`src/rtl/sha2_msg_scheduler_if.sv`:
```
// Block-in / Wt-out handshake bundle for the SHA-2 message scheduler.
interface sha2_msg_scheduler_if #(
  parameter int WORD_W = 32
);
  logic [16*WORD_W-1:0] block_i;
  logic                 block_v_i;
  logic                 block_ready_o;
  logic [WORD_W-1:0]    wt_o;
  logic [6:0]           wt_idx_o;
  logic                 wt_v_o;
  logic                 wt_ready_i;
  logic                 done_o;

  modport master (
    input  block_i, block_v_i, wt_ready_i,
    output block_ready_o, wt_o, wt_idx_o, wt_v_o, done_o
  );

  modport slave (
    output block_i, block_v_i, wt_ready_i,
    input  block_ready_o, wt_o, wt_idx_o, wt_v_o, done_o
  );
endinterface

```
`src/rtl/sha2_msg_scheduler.sv`:
```
// SHA-2 message schedule generator: 16-word sliding window emitting W[0..ROUNDS-1]
// one word per accepted handshake, with back-to-back block reload on the last word.
module sha2_msg_scheduler #(
  parameter int WORD_W = 32,
  parameter int ROUNDS = 64
) (
  input  logic                  clk_i,
  input  logic                  reset_i,
  sha2_msg_scheduler_if.master  bus
);
  localparam logic [6:0] LAST = 7'(ROUNDS - 1);

  typedef enum logic {IDLE, RUN} state_t;

  state_t                   state, state_nxt;
  logic [6:0]               t, t_nxt;
  logic [15:0][WORD_W-1:0]  win, win_nxt;
  logic [WORD_W-1:0]        w_new;
  logic                     accept, last, load, ready;

  function automatic logic [WORD_W-1:0] rotr(input logic [WORD_W-1:0] x, input int n);
    return (x >> n) | (x << (WORD_W - n));
  endfunction

  function automatic logic [WORD_W-1:0] sig0(input logic [WORD_W-1:0] x);
    if (WORD_W == 64) return rotr(x, 1) ^ rotr(x, 8) ^ (x >> 7);
    else              return rotr(x, 7) ^ rotr(x, 18) ^ (x >> 3);
  endfunction

  function automatic logic [WORD_W-1:0] sig1(input logic [WORD_W-1:0] x);
    if (WORD_W == 64) return rotr(x, 19) ^ rotr(x, 61) ^ (x >> 6);
    else              return rotr(x, 17) ^ rotr(x, 19) ^ (x >> 10);
  endfunction

  // win[k] holds W[t+k], so the new tail word uses window offsets 14, 9, 1, 0
  assign w_new = sig1(win[14]) + win[9] + sig0(win[1]) + win[0];

  assign accept = (state == RUN) & bus.wt_ready_i;
  assign last   = (t == LAST);
  assign ready  = (state == IDLE) | (accept & last);
  assign load   = bus.block_v_i & ready;

  always_comb begin
    state_nxt = state;
    t_nxt     = t;
    win_nxt   = win;
    if (load) begin
      state_nxt = RUN;
      t_nxt     = '0;
      for (int i = 0; i < 16; i++) win_nxt[i] = bus.block_i[(15-i)*WORD_W +: WORD_W];
    end else if (accept) begin
      if (!last) begin
        t_nxt = t + 7'd1;
        for (int i = 0; i < 15; i++) win_nxt[i] = win[i+1];
        win_nxt[15] = w_new;
      end else begin
        state_nxt = IDLE;
        t_nxt     = '0;
      end
    end
  end

  always_ff @(posedge clk_i) begin
    if (reset_i) begin
      state <= IDLE;
      t     <= '0;
      win   <= '0;
    end else begin
      state <= state_nxt;
      t     <= t_nxt;
      win   <= win_nxt;
    end
  end

  assign bus.block_ready_o = ready;
  assign bus.wt_o          = win[0];
  assign bus.wt_idx_o      = t;
  assign bus.wt_v_o        = (state == RUN);
  assign bus.done_o        = accept & last;
endmodule

```
`src/flat_wrapper.sv`:
```
// flat-port wrapper written by rule: the top's interface ports become plain ports
module sha2_msg_scheduler_flat 
#(
  parameter int WORD_W = 32,
  parameter int ROUNDS = 64
)
  (clk_i, reset_i, bus_block_i, bus_block_v_i, bus_wt_ready_i, bus_block_ready_o, bus_wt_o, bus_wt_idx_o, bus_wt_v_o, bus_done_o);
  sha2_msg_scheduler_if #(.WORD_W(WORD_W)) bus_i ();
  input  logic clk_i;
  input  logic reset_i;
  input wire logic [$bits(bus_i.block_i)-1:0] bus_block_i;
  input wire logic [$bits(bus_i.block_v_i)-1:0] bus_block_v_i;
  input wire logic [$bits(bus_i.wt_ready_i)-1:0] bus_wt_ready_i;
  output wire logic [$bits(bus_i.block_ready_o)-1:0] bus_block_ready_o;
  output wire logic [$bits(bus_i.wt_o)-1:0] bus_wt_o;
  output wire logic [$bits(bus_i.wt_idx_o)-1:0] bus_wt_idx_o;
  output wire logic [$bits(bus_i.wt_v_o)-1:0] bus_wt_v_o;
  output wire logic [$bits(bus_i.done_o)-1:0] bus_done_o;
  assign bus_i.block_i = bus_block_i;
  assign bus_i.block_v_i = bus_block_v_i;
  assign bus_i.wt_ready_i = bus_wt_ready_i;
  assign bus_block_ready_o = bus_i.block_ready_o;
  assign bus_wt_o = bus_i.wt_o;
  assign bus_wt_idx_o = bus_i.wt_idx_o;
  assign bus_wt_v_o = bus_i.wt_v_o;
  assign bus_done_o = bus_i.done_o;
  sha2_msg_scheduler #(.WORD_W(WORD_W), .ROUNDS(ROUNDS)) u_core (.clk_i(clk_i), .reset_i(reset_i), .bus(bus_i));
endmodule
```
`config.mk`:
```
export PLATFORM = sky130hd
export DESIGN_NAME = sha2_msg_scheduler_flat
export DESIGN_NICKNAME = d
export VERILOG_FILES = /design/src/rtl/sha2_msg_scheduler_if.sv /design/src/rtl/sha2_msg_scheduler.sv /design/src/flat_wrapper.sv
export SDC_FILE = /design/constraint.sdc
export NUM_CORES = 2
export LEC_CHECK = 0
export BUFFER_PORTS_ARGS = -buffer_cell sky130_fd_sc_hd__buf_2
export CORE_UTILIZATION = 50
export CTS_CLUSTER_SIZE = 40
export DETAILED_ROUTE_END_ITERATION = 12
export MAX_ROUTING_LAYER = met4
export PLACE_DENSITY = 0.74
export SYNTH_ARGS = -nofsm -noshare
export SYNTH_HDL_FRONTEND = slang
export SYNTH_SLANG_ARGS = --single-unit
export TNS_END_PERCENT = 30
```
`constraint.sdc`:
```
create_clock -name clk_i -period 3.5 [get_ports clk_i]
set_input_delay 0.35 -clock clk_i [delete_from_list [all_inputs] [get_ports clk_i]]
set_output_delay 0.35 -clock clk_i [all_outputs]
set_load 0.05 [all_outputs]
```
After elaboration in Yosys (flattened, before gate mapping)
Cells that the tools add are included.
- flip-flop bits (word level): 520
- output and inout bits: 42
- logic and storage cells: 49
- add/subtract/negate cells: 4
- eq/ne operators: 2
- muxes and demuxes: 7
- bitwise operators: 13
- reductions and logical operators: 5
- operators with widths (cell ; count):
    512-bit two-way mux ; 3
    32-bit adder ; 3
    32-bit XOR ; 2
    13-bit by 32-bit bitwise OR with 32-bit output ; 1
    14-bit by 32-bit bitwise OR with 32-bit output ; 1
    15-bit by 32-bit bitwise OR with 32-bit output ; 1
    25-bit by 32-bit bitwise OR with 32-bit output ; 1
    32-bit by 22-bit XOR with 32-bit output ; 1
    32-bit by 29-bit XOR with 32-bit output ; 1
    7-bit by 1-bit adder with 7-bit output (second input constant) ; 1
    7-bit by 6-bit equality test with 1-bit output (second input constant) ; 1
    7-bit two-way mux ; 1
    2-bit AND reduction ; 2
    2-bit nonzero test ; 2
    1-bit bitwise AND ; 3
    1-bit two-way mux ; 3
    2-bit != test (second input constant) ; 1
    2-bit OR reduction ; 1
    1-bit NOT ; 1
    1-bit bitwise OR ; 1

Logic depth before layout (Yosys ltp)
- depth after elaboration: 9
- depth in mapped cells: 17
- depth with buffers taken out: 16

Worst setup path after synthesis
No wires, ideal clock.
- path kind: register to register
- start: register u_core.win[40] in the netlist's numbering
- end: register u_core.win[509] in the netlist's numbering
- library setup time: 0.067 ns
- arrival time: 3.745 ns
- path slack: -0.312 ns
- stages on the path, launching flop included: 18
- period minus slack after synthesis: 3.812 ns
- path through: dfxtp_1 clkbuf_1 xnor2_1 xnor2_1 fa_1 inv_1 fa_1 inv_1 ha_1 inv_1 fa_1 nor2b_1 o31a_1 o31a_1 o21ai_4 o31ai_2 mux2_4 a21oi_2
- word-level cells in the longest chain between the ends: 8
- elaborated cells between the ends (all ways): 9
- classes of those cells: add/sub: 2; mux: 3; bitwise: 4
- ends and longest elaborated chain (item ; line ; text):
    start: declaration ; sha2_msg_scheduler.sv:17 ; logic [15:0][WORD_W-1:0] win, win_nxt;
    start signal: assignment ; sha2_msg_scheduler.sv:71 ; win <= win_nxt;
    25-bit by 32-bit bitwise OR with 32-bit output or 14-bit by 32-bit bitwise OR with 32-bit output (tied branches) ; sha2_msg_scheduler.sv:22 ; return (x >> n) | (x << (WORD_W - n));
    32-bit XOR ; sha2_msg_scheduler.sv:27 ; else return rotr(x, 7) ^ rotr(x, 18) ^ (x >> 3);
    32-bit by 29-bit XOR with 32-bit output * ; sha2_msg_scheduler.sv:27 ;
    32-bit adder * (2 in a row) ; sha2_msg_scheduler.sv:36 ; assign w_new = sig1(win[14]) + win[9] + sig0(win[1]) + win[0];
    512-bit two-way mux * ; sha2_msg_scheduler.sv:52 ; if (!last) begin
    512-bit two-way mux * ; sha2_msg_scheduler.sv:51 ; end else if (accept) begin
    512-bit two-way mux * ; sha2_msg_scheduler.sv:47 ; if (load) begin
Every way passes the cells marked *; elsewhere a longest branch is shown, timed or not. The select of a mux whose other input is x is not followed.
A chain may end at the register's enable or synchronous reset.

Final worst setup path
- start: register u_core.win[476] in the netlist's numbering
- end: register u_core.win[508] in the netlist's numbering
- word-level cells in the longest chain between the ends: 9
- elaborated cells between the ends (all ways): 10
- classes of those cells: add/sub: 3; mux: 3; bitwise: 4
- ends and longest elaborated chain (item ; line ; text):
    13-bit by 32-bit bitwise OR with 32-bit output or 15-bit by 32-bit bitwise OR with 32-bit output (tied branches) ; sha2_msg_scheduler.sv:22 ;
    32-bit XOR ; sha2_msg_scheduler.sv:32 ; else return rotr(x, 17) ^ rotr(x, 19) ^ (x >> 10);
    32-bit by 22-bit XOR with 32-bit output * ; sha2_msg_scheduler.sv:32 ;
    32-bit adder * (3 in a row) ; sha2_msg_scheduler.sv:36 ;
    512-bit two-way mux * ; sha2_msg_scheduler.sv:52 ;
    512-bit two-way mux * ; sha2_msg_scheduler.sv:51 ;
    512-bit two-way mux * ; sha2_msg_scheduler.sv:47 ;
Marked as above.

==> results.yml <==
global_route:
  grt_pass1_vias: 27437
  grt_pass1_wl_um: 169000
  track_usage_pct: 41.9
  antenna_found_initial: 4
  grt_max_degree: 196
  grt-ovfl-total: 0
clocking:
  cts_buffer_depth: 3
  htree_levels: 2
  numCtsBuffers: 55
  cts_sinks: 520
  clk_pin_slew_worst_paths_ns: 0.07
  cts_tree: "built"
  cts_root_buf: "clkbuf_16"
  clock_latency_ns: 0.64
floorplanning:
  start_util_pct: 51.1
  die_y_um: 235
  ios: 558
  chipWidth_um: 235
  coreArea_sq_mm: 0.0530
  placementRows: 84
  dieArea_sq_mm: 0.0550
placed_design:
  dp_cells: 4699
  post-dp-hpwl_um: 85700
  io_buffers: 557
  place.gp.congestion: 1.01
finish:
  multi_input_comb_area_sq_mm: 0.0154
  stdcell_count: 5030
  layout_commonest_cell: "nand2_1"
  most-common-layout-cells: "998 x nand2_1, 556 x buf_2, 523 x nor2_1"
  seq_area_sq_mm: 0.0105
  nFillCells: 4271
  finalNetCount: 4902
  drive_above_1_share_pct: 26.0
  area_growth_pct: 36.4
worst_setup_path:
  path_class: "flop to flop"
  r2r_start: "u_core.win[476]"
  required_ns: 4.05
  cp-end-kind: "flop"
  worstPathMaxFanout: 6
  reg2reg_to: "u_core.win[508]"
  rrSetupSlack_ns: -0.39
  cp.arrival_ns: 4.45
  crit_start: "u_core.win[476]"
  r2r_cells: 16
  critPathLaunchType: "flop"
timing:
  setup_viol_count_final: 23
  worst_pin_slew_ns: 0.951
  worst_slack_ns: -0.395
  fmax_mhz: 257
  finalCritPeriodShare_pct: 111
  grt_setup_unrepaired: "yes"
  skew_ns: 0.0395
  hold_violations: 0
  timing.hold.ws_ns: 0.0129
  relSlewSlack_pct: 36.6
  slew_violations: 0
  finalCriticalPeriod_ns: 3.89
logic_synthesis:
  async_flop_share_pct: 0
  synth_warnings: 0
  syn_area_sq_mm: 0.0271
  syn_inst: 3524
  seq_area_frac_synth_pct: 38.5
  avgSynthCellArea_sq_um: 7.68
  ys_ff_latch: 520
  syn_nets: 4134
  synth-edff-count: 0
  yosys.cell_types.count: 65
  synthFlopType: "dfxtp_1"
detailed_routing:
  drt_iter0_markers: 3275
  drc: 0
  wl_per_cell_um: 23.1
  wirelength_um: 116000
  first_pass_iters: 5
  viasPerCell: 5.79
  ant_nets: 0
  vias: 29142
flow_run:
  cap_violations: 0
worst_hold_path:
  min_from: "bus_block_i[73]"
  hold_depth: 3
  min_to: "u_core.win[425]"
  hold_path.class: "input port to flop"
power_and_ir_drop:
  peakVddDrop_mv: 0.469
  powerDensity_mw_per_mm2: 700
  leakage_nw: 15.7
  power_w: 0.0258
run_status:
  violations: "negative setup slack"
  outcome: "finished, violations left"
[kinds of logic after synthesis]
family	share of synthesized area (%)
and+or+nand+nor	22.9
AOI/OAI and AO/OA	19.7
DFF	38.5
buffers and inverters	8.09
xor gates and xnor gates	4.53
adders and majority gates	6.07
muxes	0.254
[sequential cells by signal, indices dropped and copies added, names as in the netlist]
| signal | cells |
|---|---|
| u_core.win | 480 |
| u_core.bus.wt_o | 32 |
| u_core.bus.wt_idx_o | 7 |
| u_core.bus.wt_v_o | 1 |
[worst max-delay path: stages (launching register included)]
cell and delay (ns):
dfxtp_4 0.37, buf_4 0.14, xnor2_1 0.24, xnor2_2 0.15, fa_1 0.49, inv_1 0.05, fa_1 0.47, inv_1 0.05
ha_2 0.38, nand2_1 0.09, o21a_1 0.21, o311a_1 0.30, a21oi_1 0.20, o21ai_2 0.10, buf_4 0.14, and3_1 0.18
o32ai_2 0.23
[layer usage]
metal	track usage [%]	routed length [um]	up-vias
li1	-	-	13570
met1	49.9	43800	13719
met2	67.1	54300	1551
met3	6.83	10300	302
met4	24.0	7830	0
met5	-	0	-
[cells in the mapped netlist (3+ instances only)]
cell type	count	area [sq um]
nand2_1	1001	3760
o21ai_0	23	115
a21oi_1	40	200
dfxtp_1	520	10400
a211oi_1	17	128
nor3_1	25	125
o31a_1	3	26.3
buf_4	35	263
inv_1	142	533
nand3_1	9	45.0
fa_1	62	1240
and3_1	7	43.8
nor2_1	526	1970
or3_1	3	18.8
xor2_1	23	201
nor2b_1	4	25.0
o21a_1	6	45.0
a311oi_1	486	4260
buf_1	18	67.6
xnor2_1	117	1020
buf_2	81	405
a31oi_1	7	43.8
o22ai_1	11	68.8
or2_2	3	18.8
ha_1	32	400
o41ai_1	4	35.0
a22oi_1	12	90.1
mux2_2	3	33.8
a21o_1	6	45.0
and2_1	3	18.8
clkbuf_1	242	908
nand4_1	12	75.1
[repair_timing]
item | CTS | global route
gates cloned | 0 | 0
hold endpoints to repair | 216 | 0
pin swaps | 41 | 46
setup endpoints to repair | 26 | 26
setup buffers | 12 | 7
hold buffers | 216 | 0
gates resized for setup | 92 | 93
[how the worst max path moves through the flow]
stage	depth (start not counted)	end	slack [ns]
global placement	15	u_core.win[505]	-0.43
floorplan	16	u_core.win[509]	-0.25
CTS	18	u_core.win[508]	-0.34
finish	16	u_core.win[508]	-0.39
global route	16	u_core.win[508]	-0.52
detailed placement	16	u_core.win[506]	-0.49
[power by group]
group / internal [W] / switching (W) / total [W]
Combinational: 0.00567 / 0.00673 / 0.0124
Clock: 0.00366 / 0.00260 / 0.00626
Sequential: 0.00661 / 0.000578 / 0.00718
Total: 0.0159 / 0.00991 / 0.0258
[final cells by class]
type	instances	share of cell area, %
Multi-Input combinational cell	2485	41.7
Timing Repair Buffer	1088	20.9
Inverter	142	1.44
Sequential cell	520	28.4
Clock inverter	28	0.912
Tap cell	688	2.33
Clock buffer	75	4.26
Antenna cell	4	0.0271
[stage by stage]
stage | setup TNS (ns) | instance area, sq um | worst slack [ns] | utilization, %
finish | -4.99 | 36900 | -0.395 | 69.7
global route | -7.82 | 36900 | -0.525 | 69.7
CTS | -4.84 | 36300 | -0.339 | 68.6
detailed placement | -8.17 | 31800 | -0.493 | 60.0
global placement | -6.74 | 31800 | -0.425 | 60.0
floorplan | -2.47 | 27100 | -0.252 | -
Note: power is estimated with default switching activity, not from simulation.
